===== src/rtl/pipe_hazard_ctrl.sv =====
// pipe_hazard_ctrl: scoreboard hazard, forwarding and halt controller.
// In: ID fields, br_taken, mem_busy. Out: stall/flush/bubble, fwd sels, hlt, stall_cnt.
module pipe_hazard_ctrl #(
  parameter int REG_W = 5,
  parameter int DEPTH = 3,
  parameter int LOAD_READY_SLOT = 1,
  parameter bit ZERO_REG = 1'b1,
  parameter int CNT_W = 16,
  localparam int SEL_W = $clog2(DEPTH + 1)
) (
  input  logic             clk,
  input  logic             rst_n,
  input  logic             id_valid,
  input  logic [REG_W-1:0] id_src_s,
  input  logic [REG_W-1:0] id_src_t,
  input  logic             id_use_s,
  input  logic             id_use_t,
  input  logic [REG_W-1:0] id_dst,
  input  logic             id_we,
  input  logic             id_is_load,
  input  logic             id_hlt,
  input  logic             br_taken,
  input  logic             mem_busy,
  output logic             stall_front,
  output logic             stall_back,
  output logic             flush,
  output logic             bubble,
  output logic [SEL_W-1:0] fwd_s_sel,
  output logic [SEL_W-1:0] fwd_t_sel,
  output logic             hlt,
  output logic [CNT_W-1:0] stall_cnt
);

  typedef struct packed {
    logic             valid;
    logic             we;
    logic [REG_W-1:0] dst;
    logic             is_load;
  } slot_t;

  typedef enum logic [1:0] {
    S_RUN,
    S_DRAIN,
    S_HALTED
  } state_t;

  slot_t            sb_q [DEPTH];
  slot_t            slot0_nxt;
  state_t           state_q;
  logic             hlt_q;
  logic [CNT_W-1:0] cnt_q;

  logic [SEL_W-1:0] sel_s;
  logic [SEL_W-1:0] sel_t;
  logic             ld_s;
  logic             ld_t;
  logic             luse;
  logic             accept;
  logic             any_valid;
  logic             sf;
  logic             sbk;
  logic             fl;
  logic             bb;

  function automatic logic match(
    input slot_t            e,
    input logic [REG_W-1:0] r
  );
    logic zr;
    zr = ZERO_REG && (r == '0);
    return e.valid && e.we && (e.dst == r) && !zr;
  endfunction

  // Scan oldest to youngest so the youngest writer lands last.
  always_comb begin
    sel_s = '0;
    sel_t = '0;
    ld_s  = 1'b0;
    ld_t  = 1'b0;
    for (int k = DEPTH - 1; k >= 0; k--) begin
      if (id_use_s && match(sb_q[k], id_src_s)) begin
        sel_s = SEL_W'(k + 1);
        ld_s  = sb_q[k].is_load && (k < LOAD_READY_SLOT);
      end
      if (id_use_t && match(sb_q[k], id_src_t)) begin
        sel_t = SEL_W'(k + 1);
        ld_t  = sb_q[k].is_load && (k < LOAD_READY_SLOT);
      end
    end
  end

  assign luse = id_valid && (ld_s || ld_t);

  always_comb begin
    any_valid = 1'b0;
    for (int k = 0; k < DEPTH; k++) begin
      any_valid = any_valid | sb_q[k].valid;
    end
  end

  always_comb begin
    sf     = 1'b0;
    sbk    = 1'b0;
    fl     = 1'b0;
    bb     = 1'b0;
    accept = 1'b0;
    unique case (state_q)
      S_RUN: begin
        if (mem_busy) begin
          sf  = 1'b1;
          sbk = 1'b1;
        end else if (br_taken) begin
          fl = 1'b1;
          bb = 1'b1;
        end else if (luse) begin
          sf = 1'b1;
          bb = 1'b1;
        end else begin
          accept = id_valid;
        end
      end
      S_DRAIN: begin
        if (mem_busy) begin
          sf  = 1'b1;
          sbk = 1'b1;
        end else begin
          sf = 1'b1;
          bb = 1'b1;
        end
      end
      S_HALTED: begin
        sf  = 1'b1;
        sbk = 1'b1;
      end
      default: begin
        sf  = 1'b1;
        sbk = 1'b1;
      end
    endcase
  end

  // Busy-input paths must not leak out while reset is held.
  assign stall_front = sf && rst_n;
  assign stall_back  = sbk && rst_n;
  assign flush       = fl && rst_n;
  assign bubble      = bb && rst_n;
  assign fwd_s_sel   = sel_s;
  assign fwd_t_sel   = sel_t;
  assign hlt         = hlt_q;
  assign stall_cnt   = cnt_q;

  // A halt travels down the pipe as a non-writing marker.
  always_comb begin
    slot0_nxt = '0;
    if (accept) begin
      slot0_nxt.valid   = 1'b1;
      slot0_nxt.we      = id_we && !id_hlt;
      slot0_nxt.dst     = id_dst;
      slot0_nxt.is_load = id_is_load && !id_hlt;
    end
  end

  always_ff @(posedge clk or negedge rst_n) begin
    if (!rst_n) begin
      for (int k = 0; k < DEPTH; k++) begin
        sb_q[k] <= '0;
      end
    end else if (!mem_busy) begin
      sb_q[0] <= slot0_nxt;
      for (int k = 1; k < DEPTH; k++) begin
        sb_q[k] <= sb_q[k-1];
      end
    end
  end

  always_ff @(posedge clk or negedge rst_n) begin
    if (!rst_n) begin
      state_q <= S_RUN;
      hlt_q   <= 1'b0;
    end else begin
      unique case (state_q)
        S_RUN: begin
          if (accept && id_hlt) begin
            state_q <= S_DRAIN;
          end
        end
        S_DRAIN: begin
          if (!mem_busy && !any_valid) begin
            state_q <= S_HALTED;
            hlt_q   <= 1'b1;
          end
        end
        S_HALTED: begin
          hlt_q <= 1'b1;
        end
        default: begin
          state_q <= S_RUN;
          hlt_q   <= 1'b0;
        end
      endcase
    end
  end

  always_ff @(posedge clk or negedge rst_n) begin
    if (!rst_n) begin
      cnt_q <= '0;
    end else if (stall_front && (cnt_q != '1)) begin
      cnt_q <= cnt_q + CNT_W'(1);
    end
  end

endmodule


===== config.mk =====
export PLATFORM = sky130hd
export DESIGN_NAME = pipe_hazard_ctrl
export DESIGN_NICKNAME = d
export VERILOG_FILES = /design/src/rtl/pipe_hazard_ctrl.sv
export SDC_FILE = /design/constraint.sdc
export NUM_CORES = 1
export LEC_CHECK = 0
export BUFFER_PORTS_ARGS = -buffer_cell sky130_fd_sc_hd__buf_2
export CAP_MARGIN = 30
export CORE_MARGIN = 1
export CORE_UTILIZATION = 55
export CTS_CLUSTER_SIZE = 40
export DETAILED_ROUTE_END_ITERATION = 7
export PLACE_DENSITY = 0.78
export SYNTH_ARGS = -nofsm -noshare
export SYNTH_HDL_FRONTEND = slang
export SYNTH_SLANG_ARGS = --single-unit

===== constraint.sdc =====
create_clock -name clk -period 3.3 [get_ports clk]
set_input_delay 0.33 -clock clk [delete_from_list [all_inputs] [get_ports clk]]
set_output_delay 0.33 -clock clk [all_outputs]
set_load 0.01 [all_outputs]

# --- After elaboration in Yosys (flattened, before gate mapping) ---
# Index checks and enable logic that the tools add are counted.
op_classes:
  mux: 31
  n_eq_ne: 11
  reduce_logical: 43
  add_sub_neg: 1
  bitwise_logic: 4
op_table:
  columns: ["op", "n"]
  rows:
  - ["$logic_and 1x1->1", 31]
  - ["$eq 5x5->1", 6]
  - ["$mux 1", 19]
  - ["$add 16x1->16 const B", 1]
  - ["$mux 2", 8]
  - ["$ne 16x16->1 const B", 1]
  - ["$logic_not 5->1", 2]
  - ["$mux 8", 1]
  - ["$pmux 2 s3", 1]
  - ["$logic_not 1->1", 5]
  - ["$ne 2x2->1 const B", 2]
  - ["$pmux 1 s3", 1]
  - ["$reduce_and 3->1", 1]
  - ["$eq 2x1->1 const B", 1]
  - ["$eq 2x2->1 const B", 1]
  - ["$logic_not 2->1", 1]
  - ["$not 1->1", 2]
  - ["$or 1x1->1", 2]
  - ["$pmux 1 s2", 1]
  - ["$reduce_and 2->1", 1]
  - ["$reduce_or 2->1", 1]
  - ["$logic_or 1x1->1", 1]
word_totals:
  word_cells: 103
  reg_bits: 41
  in_bits: 25

# --- Longest topological paths before layout ---
# Gate-level depths: netlist of the first run.
depth:
  ltp_word: 14
  mapped_depth: 10

# --- Least setup slack after synthesis of the first run ---
# OpenSTA, ideal clock, no wires.
synth_timing:
  kind: "register to output"
  start: "register sb_q[19] (netlist bit)"
  end: "output bubble"
  setup_slack_ns: 1.069
  n_path_buf: 0
  path_stages_with_launch: 6
  arrival_time_ns: 1.901
  cell_sequence: "dfrtp_1 xnor2_1 nand4_1 nor4_2 o211ai_2 a2111oi_0"
synth_between:
  elab_chain_cells: 12
  word_cells_on_any_way: 17
  cone_classes: "2 x eq/ne; 6 x mux; 9 x reduce/logical"
synth_lines:
  columns: ["item", "line_no", "text"]
  rows:
  - ["start, declared", "47", "slot_t sb_q [DEPTH];"]
  - ["start signal, assigned by index", "171", "sb_q[k] <= sb_q[k-1];"]
  - ["$eq 5x5->1", "71", "return e.valid && e.we && (e.dst == r) && !zr;"]
  - ["$logic_and 1x1->1 (2 in a row)", "71", null]
  - ["$logic_and 1x1->1, on equally long branches", "81, 85", null]
  - ["$mux 1, on equally long branches", "81, 85", null]
  - ["$logic_or 1x1->1 *", "92", "assign luse = id_valid && (ld_s || ld_t);"]
  - ["$logic_and 1x1->1 *", "92", null]
  - ["$mux 1 *", "115", "end else if (luse) begin"]
  - ["$mux 1 *", "112", "end else if (br_taken) begin"]
  - ["$mux 1 *", "109", "if (mem_busy) begin"]
  - ["$pmux 1 s2 *", "107", "unique case (state_q)"]
  - ["$logic_and 1x1->1 *", "146", "assign bubble = bb && rst_n;"]
  - ["end, declared", "27", "output logic bubble,"]
# Every way passes the cells marked *; elsewhere a longest branch is shown, timed or not.

# --- Worst setup path in the final report of the first run ---
layout_timing:
  start: "register sb_q[21] (netlist bit)"
  end: "output bubble"
# The elaborated chain is that of the path after synthesis.

==> results of run 1 <==
==> power by group through the flow <==
stage | clock network, mW | logic (mW) | registers [mW]
4_1_cts | 0.498 | 0.431 | 0.675
3_5_place_dp | 0 | 0.427 | 0.684
2_1_floorplan | 0 | 0.290 | 0.687
6_report | 0.494 | 0.426 | 0.676
5_1_grt | 0.518 | 0.474 | 0.689
3_3_place_gp | 0 | 0.417 | 0.682
==> final timing paths <==
check | slack (ps) | to | cells after the start
setup / recovery | 690 | bubble | 6
hold / removal | 230 | sb_q[17] | 2
setup reg to reg | 1010 | stall_cnt[1] | 6
hold reg to reg | 500 | stall_cnt[6] | 1
max in group asynchronous | 2170 | sb_q[13] | 3
min in group asynchronous | 470 | stall_cnt[8] | 2
==> state kept, by name, indices dropped and copies added, names as in the netlist <==
register   count
sb_q          22
state_q        2
stall_cnt     16
hlt            1
==> routing by layer <==
metal | vias to the layer above | global-route usage, % | share of wire [%]
li1 | 822 | - | -
met1 | 819 | 31.7 | 47
met2 | 49 | 37.6 | 47
met3 | 6 | 5.14 | 5.0
met4 | 0 | 6.38 | 1.0
met5 | - | 0 | 0
==> placed cells by master, fill, tap and decap left out, drive strengths merged, types with 2 or more instances in the layout <==
master,n
a21oi,4
inv,6
a22o,5
nor4,4
xor2,7
nand2b,2
dfrtp,41
and3,3
nor2,9
mux2,16
nand3,7
o21ai,4
buf,50
nand4,11
a32o,2
ha,4
or4,6
nand2,10
xnor2,38
clkbuf,5
bufinv,2
==> synthesized netlist by cell type (2+ instances only) <==
cell / count
a21oi_1: 3
a22o_1: 5
a32o_2: 2
and3_1: 3
buf_6: 2
dfrtp_1: 41
ha_1: 4
inv_1: 5
mux2_2: 16
nand2_1: 10
nand2b_1: 2
nand3_1: 7
nand4_1: 11
nor2_1: 9
nor4_1: 2
o21ai_2: 2
or4_1: 3
or4_2: 2
xnor2_1: 38
xor2_1: 7
==> critical path, stage by stage, from the launching register on <==
cell and delay (ps):
dfrtp_1 460, xnor2_1 180, nand4_1 120, nor4_2 420, o211ai_2 190, a2111oi_0 400, buf_2 200
==> cell families after synthesis <==
logic type	share of synthesized area [%]
AO/OA/AOI/OAI	10.1
XOR/XNOR	17.2
adder cells (fa/ha/maj)	2.19
buffers and inverters	2.35
flip-flops	44.9
multiplexers	7.88
AND/OR/NAND/NOR	15.4
==> final cells by class <==
| class | instances | area, sq um |
|---|---|---|
| sequential | 41 | 1030 |
| tap | 50 | 62.6 |
| clock buffer | 5 | 68.8 |
| fill | 319 | 1280 |
| multi-input combinational | 147 | 1210 |
| clock inverter | 3 | 68.8 |
| inverter | 5 | 18.8 |
| timing repair buffer | 51 | 263 |
==> metrics by stage <==
stage	hold WS, ps	instances	utilization, %	total power, mW	setup WS (ps)
3_3_place_gp	268	293	64.2	1.10	908
3_5_place_dp	263	293	64.2	1.11	917
2_1_floorplan	34.4	198	-	0.977	1070
5_1_grt	243	302	67.9	1.68	535
6_report	235	302	67.9	1.60	689
4_1_cts	236	302	67.9	1.60	675
==> results.py, run 1 <==
metrics = {
    "timing": {
        "fmax_mhz": 383,
        "slew_headroom_pct": 56.3,
        "finalSetupTns_ps": 0,
        "grt_setup_unrepaired": "false",
        "setup_violations": 0,
        "tightestPinTransition_ps": 647,
        "hold_violations": 0,
        "skew_ps": 6.13,
        "period_minus_slack_ps": 2610,
        "slew_violations": 0,
        "min_period_over_period_pct": 79.1,
    },
    "global_routing": {
        "grt_pass1_wl_mm": 7.57,
        "antenna_found_initial": 0,
        "grt_max_degree": 29,
        "grt.total_usage_pct": 23.4,
        "grt_pass1_vias": 1592,
        "grt-ovfl-total": 0,
    },
    "pwr": {
        "cell_internal_pwr_mw": 1.10,
        "p_sw_mw": 0.495,
        "switching_share_pct": 31.0,
        "comb_power_share_pct": 26.7,
        "static-leakage-power_nw": 1.26,
        "p_per_area_nw_per_um2": 588,
        "pwr-share-seq_pct": 42.4,
        "clock_power_share_pct": 31.0,
        "vdd_drop_max_v": 0.000384,
    },
    "finish": {
        "final_area_sq_um": 2720,
        "drive_gt1_share_pct": 35.7,
        "synthToLayoutAreaGrowth_pct": 18.7,
        "antenna_cells": 0,
        "layout.nets": 280,
    },
    "placement": {
        "io_buffers": 49,
        "placed_area_sq_um": 2570,
        "gp_congestion": 0.834,
        "hpwl_mm": 3.43,
    },
    "clock_network": {
        "worstSkewPairLatency_ps": 300,
        "h-tree-depth": 2,
        "clockRootBuffer": "clkbuf_8",
        "cts_num_sinks": 41,
        "clkTransAtPathRegs_ps": 90,
        "cts_resized": 0,
        "cts-buffers-inserted": 5,
        "clk_path_buf_depth": 2,
        "cts_tree": "yes",
        "post-cts-setup-buffers": 0,
        "postCtsHoldBufs": 1,
    },
    "worst_setup_path": {
        "crit_start": "sb_q[21]",
        "start_kind": "register",
        "critical_path_class": "register to primary output",
        "reg2reg_from": "sb_q[21]",
        "critPathMaxFanout": 4,
        "crit_required_ps": 2970,
        "cp-end-kind": "primary output",
        "cp.arrival_ps": 2280,
    },
    "logic_synthesis": {
        "yosys_warnings": 0,
        "netlist.area_leader.share_pct": 44.9,
        "synth_area_sq_um": 2290,
        "ys_seq_area_share_pct": 44.9,
        "yosysUniqueCellTypes": 44,
        "synthCells": 198,
        "synth.avg_cell_area_sq_um": 11.6,
        "synth_area_leaders": "dfrtp_1 (45%), xnor2_1 (15%), mux2_2 (7.9%)",
        "async_flop_share_pct": 100,
        "synth_edf_count": 0,
        "syn_nets": 227,
        "synth_flop_cell": "dfrtp_1",
        "yosys.area.top_type": "dfrtp_1",
        "synth-seq-cells": 41,
    },
    "floorplanning": {
        "row_count": 23,
        "initial_core_util_pct": 57.2,
        "dieArea_sq_um": 4420,
        "fp.dieH_um": 66.5,
        "io_pins": 50,
        "core_area_sq_um": 4000,
        "fp.dieW_um": 66.5,
    },
    "drt": {
        "routedWlPerCell_um": 15.4,
        "viasPerCell": 5.62,
        "drc_errors": 0,
        "dr.pass1.iters": 4,
        "finalWirelength_mm": 4.64,
        "vias": 1696,
        "drtAntennaViolNets": 0,
        "drtIter0Drc": 108,
    },
    "flow_run": {
        "maxCapViolCount": 0,
    },
    "min_path": {
        "min-delay-start": "id_dst[0]",
        "hold_class": "input port to register",
    },
    "outcome": {
        "status": "completed",
    },
}
Note: power is estimated with default switching activity, not from simulation.
==> run 2, diff against run 1 <==
--- a/config.mk
+++ b/config.mk
@@ -8,10 +8,10 @@
 export BUFFER_PORTS_ARGS = -buffer_cell sky130_fd_sc_hd__buf_2
 export CAP_MARGIN = 30
 export CORE_MARGIN = 1
-export CORE_UTILIZATION = 55
+export CORE_UTILIZATION = 49
 export CTS_CLUSTER_SIZE = 40
 export DETAILED_ROUTE_END_ITERATION = 7
-export PLACE_DENSITY = 0.78
+export PLACE_DENSITY = 0.73
 export SYNTH_ARGS = -nofsm -noshare
 export SYNTH_HDL_FRONTEND = slang
 export SYNTH_SLANG_ARGS = --single-unit
==> constraint.sdc (replaced) <==
create_clock -name clk -period 2.1 [get_ports clk]
set_input_delay 0.21 -clock clk [delete_from_list [all_inputs] [get_ports clk]]
set_output_delay 0.21 -clock clk [all_outputs]
set_load 0.01 [all_outputs]
==> run 2 against run 1 <==
  * The flow now finishes with violations (setup timing)
  * Cell count is 13% higher
  * Clock skew grew 2.1 ps
  * Clock-buffer cell count up 1
  * Hold slack got worse by 210 ps
  * Design area up 13%
  * Register-to-register slack worse by 1000 ps
  * Critical path depth unchanged
  * Routed wire length is 21% higher
  * Utilization grew 1.4 points
  * Non-clock buffer count rose by 37
  * Via count up 10%
==> results.py, run 2 (synthesized netlist as in run 1, its figures left out) <==
metrics = {
    "finish": {
        "largest_reg_flops": 22,
        "synthToLayoutAreaGrowth_pct": 33.7,
        "final_common_cell": "buf_2",
        "layout.nets": 317,
        "drive_gt1_share_pct": 47.4,
        "antenna_cells": 0,
        "n_fill_cell": 347,
        "mostFrequentLayoutCells": "buf_2 (49), dfrtp_1 (40), xnor2_1 (36)",
        "regMostFlops": "sb_q",
    },
    "global_routing": {
        "grt_pass1_wl_mm": 9.20,
        "grt.total_usage_pct": 24.4,
        "grt-ovfl-total": 0,
        "antenna_found_initial": 0,
        "grt_pass1_vias": 1824,
        "grt_max_degree": 42,
    },
    "min_path": {
        "hold_class": "input port to async pin",
    },
    "timing": {
        "setup_violations": 4,
        "grt_setup_unrepaired": "true",
        "fmax_mhz": 456,
        "tightestPinTransition_ps": 617,
        "hold_violations": 0,
        "setup_slack_ps": -94.7,
        "period_minus_slack_ps": 2190,
        "slew_violations": 0,
        "skew_ps": 8.24,
        "min_period_over_period_pct": 105,
        "holdWs_ps": 23.5,
        "slew_headroom_pct": 58.3,
    },
    "worst_setup_path": {
        "cp.arrival_ps": 1980,
        "cp-end-kind": "primary output",
        "regToRegSetupSlack_ps": -10,
        "crit_required_ps": 1890,
        "critPathMaxFanout": 3,
        "start_kind": "register",
        "critical_path_class": "register to primary output",
    },
    "floorplanning": {
        "io_pins": 50,
        "core_area_sq_um": 4410,
        "initial_core_util_pct": 51.8,
        "fp.dieW_um": 70.3,
        "fp.dieH_um": 70.3,
        "dieArea_sq_um": 4940,
        "row_count": 24,
    },
    "clock_network": {
        "worstSkewPairLatency_ps": 300,
        "clockRootBuffer": "clkbuf_8",
        "clk_path_buf_depth": 2,
        "cts_tree": "yes",
        "cts_num_sinks": 41,
        "postCtsHoldBufs": 0,
        "h-tree-depth": 2,
        "cts-buffers-inserted": 5,
        "clkTransAtPathRegs_ps": 80,
    },
    "pwr": {
        "vdd_drop_max_v": 0.000722,
        "p_per_area_nw_per_um2": 849,
        "static-leakage-power_nw": 1.48,
        "total_power_mw": 2.60,
    },
    "drt": {
        "dr.pass1.iters": 4,
        "viasPerCell": 5.48,
        "drc_errors": 0,
        "vias": 1870,
        "routedWlPerCell_um": 16.5,
        "drtIter0Drc": 83,
        "drtAntennaViolNets": 0,
        "finalWirelength_mm": 5.61,
    },
    "placement": {
        "hpwl_mm": 3.92,
        "io_buffers": 49,
        "gp_congestion": 0.859,
        "pre_cts_ws_ps": -135,
    },
    "outcome": {
        "violations": "setup timing",
        "status": "complete, but fails checks",
    },
    "flow_run": {
        "maxCapViolCount": 0,
    },
}
run 2: changes by cell type in the layout (fill, tap and decap cells not counted), moves of 2 or more:
cell	delta
buf_4	+34
or4_4	+4
buf_6	+3
a21oi_1	-2
a21oi_2	+2
or4_1	-2
or4_2	-2
xnor2_1	-2
xnor2_2	+2
run 2: cell type report:
| class | count | area (sq um) | area share [%] |
|---|---|---|---|
| flip-flops and latches | 41 | 1030 | 33.6 |
| inverters | 5 | 18.8 | 0.614 |
| well taps | 52 | 65.1 | 2.13 |
| multi-input cells | 147 | 1260 | 41.4 |
| repair buffers | 88 | 562 | 18.4 |
| clock inverters | 2 | 37.5 | 1.23 |
| clock buffers | 6 | 82.6 | 2.70 |
run 2: per-stage QoR:
step / TNS (ps) / utilization [%] / instance area (sq um) / std cells
floorplan: 0 / - / 2290 / 198
global placement: -40.3 / 62.7 / 2770 / 321
detailed placement: -970 / 62.7 / 2770 / 321
CTS: -116 / 67.8 / 2990 / 339
global route: -1100 / 69.3 / 3060 / 341
finish: -122 / 69.3 / 3060 / 341
run 2: critical path, cell delays in order, from the launching register on:
cell and delay [ps]:
dfrtp_1 390, buf_4 150, xor2_1 180, nor4_4 280
o211ai_2 150, a2111oi_2 340, buf_2 200
run 2: worst paths after layout:
kind	end	startpoint	cells after the start
max	bubble	sb_q[17]	6
min in group clk	sb_q[19]	id_dst[2]	2
max in group asynchronous	sb_q[12]	rst_n	2
min reg2reg	stall_cnt[10]	stall_cnt[10]	1
min	sb_q[22]	rst_n	2
max reg2reg	stall_cnt[1]	sb_q[17]	8
run 2: where the power goes:
group          internal [mW]  total [mW]  switching (mW)
clock                  0.386       0.672           0.286
combinational          0.454       0.870           0.417
sequential             0.921        1.05           0.133
run 2: per-layer routing:
layer / routed length [um] / vias to the layer above / GRT usage [%] / share of wire (%)
met1: 2460 / 905 / 33.3 / 44
met5: 0 / - / 0 / 0
met4: 127 / 0 / 9.33 / 2.3
met3: 311 / 9 / 6.49 / 5.5
li1: - / 894 / - / -
met2: 2710 / 62 / 37.1 / 48
run 2: what timing repair did:
| action | CTS | global route |
|---|---|---|
| pin swaps | 5 | 10 |
| setup buffers | 10 | 2 |
| setup endpoints to repair | 19 | 17 |
| resized for setup | 3 | 12 |
| gates cloned | 0 | 0 |
| hold endpoints to repair | 0 | 0 |
==> run 3, diff against run 2 <==
--- a/config.mk
+++ b/config.mk
@@ -7,7 +7,7 @@
 export LEC_CHECK = 0
 export BUFFER_PORTS_ARGS = -buffer_cell sky130_fd_sc_hd__buf_2
 export CAP_MARGIN = 30
-export CORE_MARGIN = 1
+export CORE_MARGIN = 4
 export CORE_UTILIZATION = 49
 export CTS_CLUSTER_SIZE = 40
 export DETAILED_ROUTE_END_ITERATION = 7
@@ -15,3 +15,4 @@
 export SYNTH_ARGS = -nofsm -noshare
 export SYNTH_HDL_FRONTEND = slang
 export SYNTH_SLANG_ARGS = --single-unit
+export TNS_END_PERCENT = 30
==> run 3 against run 2 <==
  * The flow still finishes with violations (setup timing)
  * Utilization decreased by 0.92 points
  * Hold slack improved by 23 ps
  * Routed wire length increased by 0.80%
  * Maximum frequency increased by 2.0%
  * Via count increased by 0.43%
  * Clock power about the same
  * Die area increased by 18%
  * Critical path type unchanged
==> results.py, run 3 (synthesized netlist as in run 1, its figures left out) <==
metrics = {
    "worst_setup_path": {
        "cpMaxStageDelayCell": "dfrtp_1",
        "cp_num_buf_inv": 2,
        "critPathMaxFanout": 3,
        "reg2reg_from": "state_q[0]",
        "regToRegSetupSlack_ps": 20,
        "max_stage_delay_ps": 410,
        "cp.arrival_ps": 1940,
        "critical_path_class": "register to primary output",
        "reg2regPathDepth": 10,
        "crit_required_ps": 1890,
        "cp_cell_sequence": "buf_6, xor2_2, nor4_4, o211ai_2, a2111oi_2, buf_2",
        "start_kind": "register",
        "worstReg2RegEnd": "stall_cnt[12]",
        "path_delay_family": "compound AO/OA/AOI/OAI gates",
        "cp-end-kind": "primary output",
    },
    "floorplanning": {
        "row_count": 24,
        "core_area_sq_um": 4440,
        "dieArea_sq_um": 5820,
        "io_pins": 50,
        "fp.dieW_um": 76.3,
        "initial_core_util_pct": 51.5,
        "fp.dieH_um": 76.3,
    },
    "clock_network": {
        "clk_path_buf_depth": 2,
        "cts-buffers-inserted": 5,
        "worstSkewPairLatency_ps": 300,
        "clockRootBuffer": "clkbuf_8",
        "cts_num_sinks": 41,
        "cts_tree": "yes",
        "h-tree-depth": 2,
        "postCtsHoldBufs": 0,
        "clkTransAtPathRegs_ps": 80,
    },
    "finish": {
        "ff_latch_area_sq_um": 1030,
        "post-route-util_pct": 68.4,
        "final_common_cell": "buf_2",
        "antenna_cells": 0,
        "multiInputGateArea_sq_um": 1280,
        "mostFrequentLayoutCells": "buf_2 (49), dfrtp_1 (40), xnor2_1 (35)",
        "largest_reg_flops": 22,
        "n_fill_cell": 340,
        "regMostFlops": "sb_q",
        "synthToLayoutAreaGrowth_pct": 32.8,
        "layout.nets": 313,
        "drive_gt1_share_pct": 47.7,
    },
    "drt": {
        "viasPerCell": 5.57,
        "drc_errors": 0,
        "highest_layer": "met4",
        "wl_met3_um": 306,
        "dr.pass1.iters": 5,
        "drtAntennaViolNets": 0,
        "finalWirelength_mm": 5.66,
        "vias": 1878,
        "drtIter0Drc": 45,
        "wl_met1_mm": 2.42,
        "routedWlPerCell_um": 16.8,
        "met2_length_mm": 2.83,
    },
    "timing": {
        "hold_violations": 0,
        "slew_headroom_pct": 55.5,
        "min_period_over_period_pct": 102,
        "setup_slack_ps": -52.2,
        "setup_violations": 1,
        "period_minus_slack_ps": 2150,
        "skew_ps": 8.12,
        "slew_violations": 0,
        "grt_setup_unrepaired": "true",
        "fmax_mhz": 465,
        "tightestPinTransition_ps": 659,
    },
    "global_routing": {
        "grt.total_usage_pct": 18.8,
        "grt-ovfl-total": 0,
        "grt_pass1_wl_mm": 8.81,
        "grt_pass1_vias": 1860,
        "grt_max_degree": 42,
        "antenna_found_initial": 0,
    },
    "placement": {
        "pre_cts_ws_ps": -65.8,
        "io_buffers": 49,
        "gp_congestion": 0.873,
        "hpwl_mm": 4.00,
    },
    "pwr": {
        "vdd_drop_max_v": 0.000616,
        "p_per_area_nw_per_um2": 847,
        "static-leakage-power_nw": 1.45,
        "total_power_mw": 2.57,
    },
    "min_path": {
        "hold_class": "input port to async pin",
    },
    "outcome": {
        "status": "complete, but fails checks",
        "violations": "setup timing",
    },
    "flow_run": {
        "maxCapViolCount": 0,
    },
}
==> run 3: worst max path at each step <==
stage                   from      endpoint  slack [ps]  depth (start not counted)
floorplan           sb_q[19]        bubble         110                          5
global placement    sb_q[20]        bubble           3                          6
detailed placement  sb_q[20]  stall_cnt[6]         -70                          8
CTS                 sb_q[17]        bubble         -60                          6
global route        sb_q[21]        bubble        -170                          6
finish              sb_q[17]        bubble         -50                          6
==> run 3: repair_timing <==
item,CTS,global route
setup endpoints to repair,15,17
pin swaps,3,9
gates resized for setup,5,14
buffers inserted,3,13
==> run 3: final cells by class <==
| type | count | share of cell area, % |
|---|---|---|
| multi-input combinational | 147 | 42.3 |
| tap | 52 | 2.14 |
| timing repair buffer | 84 | 17.2 |
| inverter | 5 | 0.618 |
| sequential | 41 | 33.8 |
| clock inverter | 2 | 1.24 |
| clock buffer | 6 | 2.72 |
==> run 3: through the flow <==
stage / std cells / area, sq um / TNS [ps] / hold slack [ps]
3_3_place_gp: 314 / 2710 / 0 / 370
6_report: 337 / 3040 / -52.2 / 46.3
2_1_floorplan: 198 / 2290 / 0 / -85.6
5_1_grt: 337 / 3040 / -1030 / 88.9
3_5_place_dp: 314 / 2710 / -295 / 378
4_1_cts: 325 / 2890 / -147 / 50.5
==> run 3: per-layer routing <==
metal	track usage (%)	vias to the layer above
met5	0	-
met4	7.61	0
met3	4.61	12
met2	30.7	49
met1	23.8	929
li1	-	888
==> run 3: power breakdown <==
group	internal (mW)	switching, mW
Sequential	0.921	0.130
Combinational	0.445	0.407
Clock	0.387	0.284
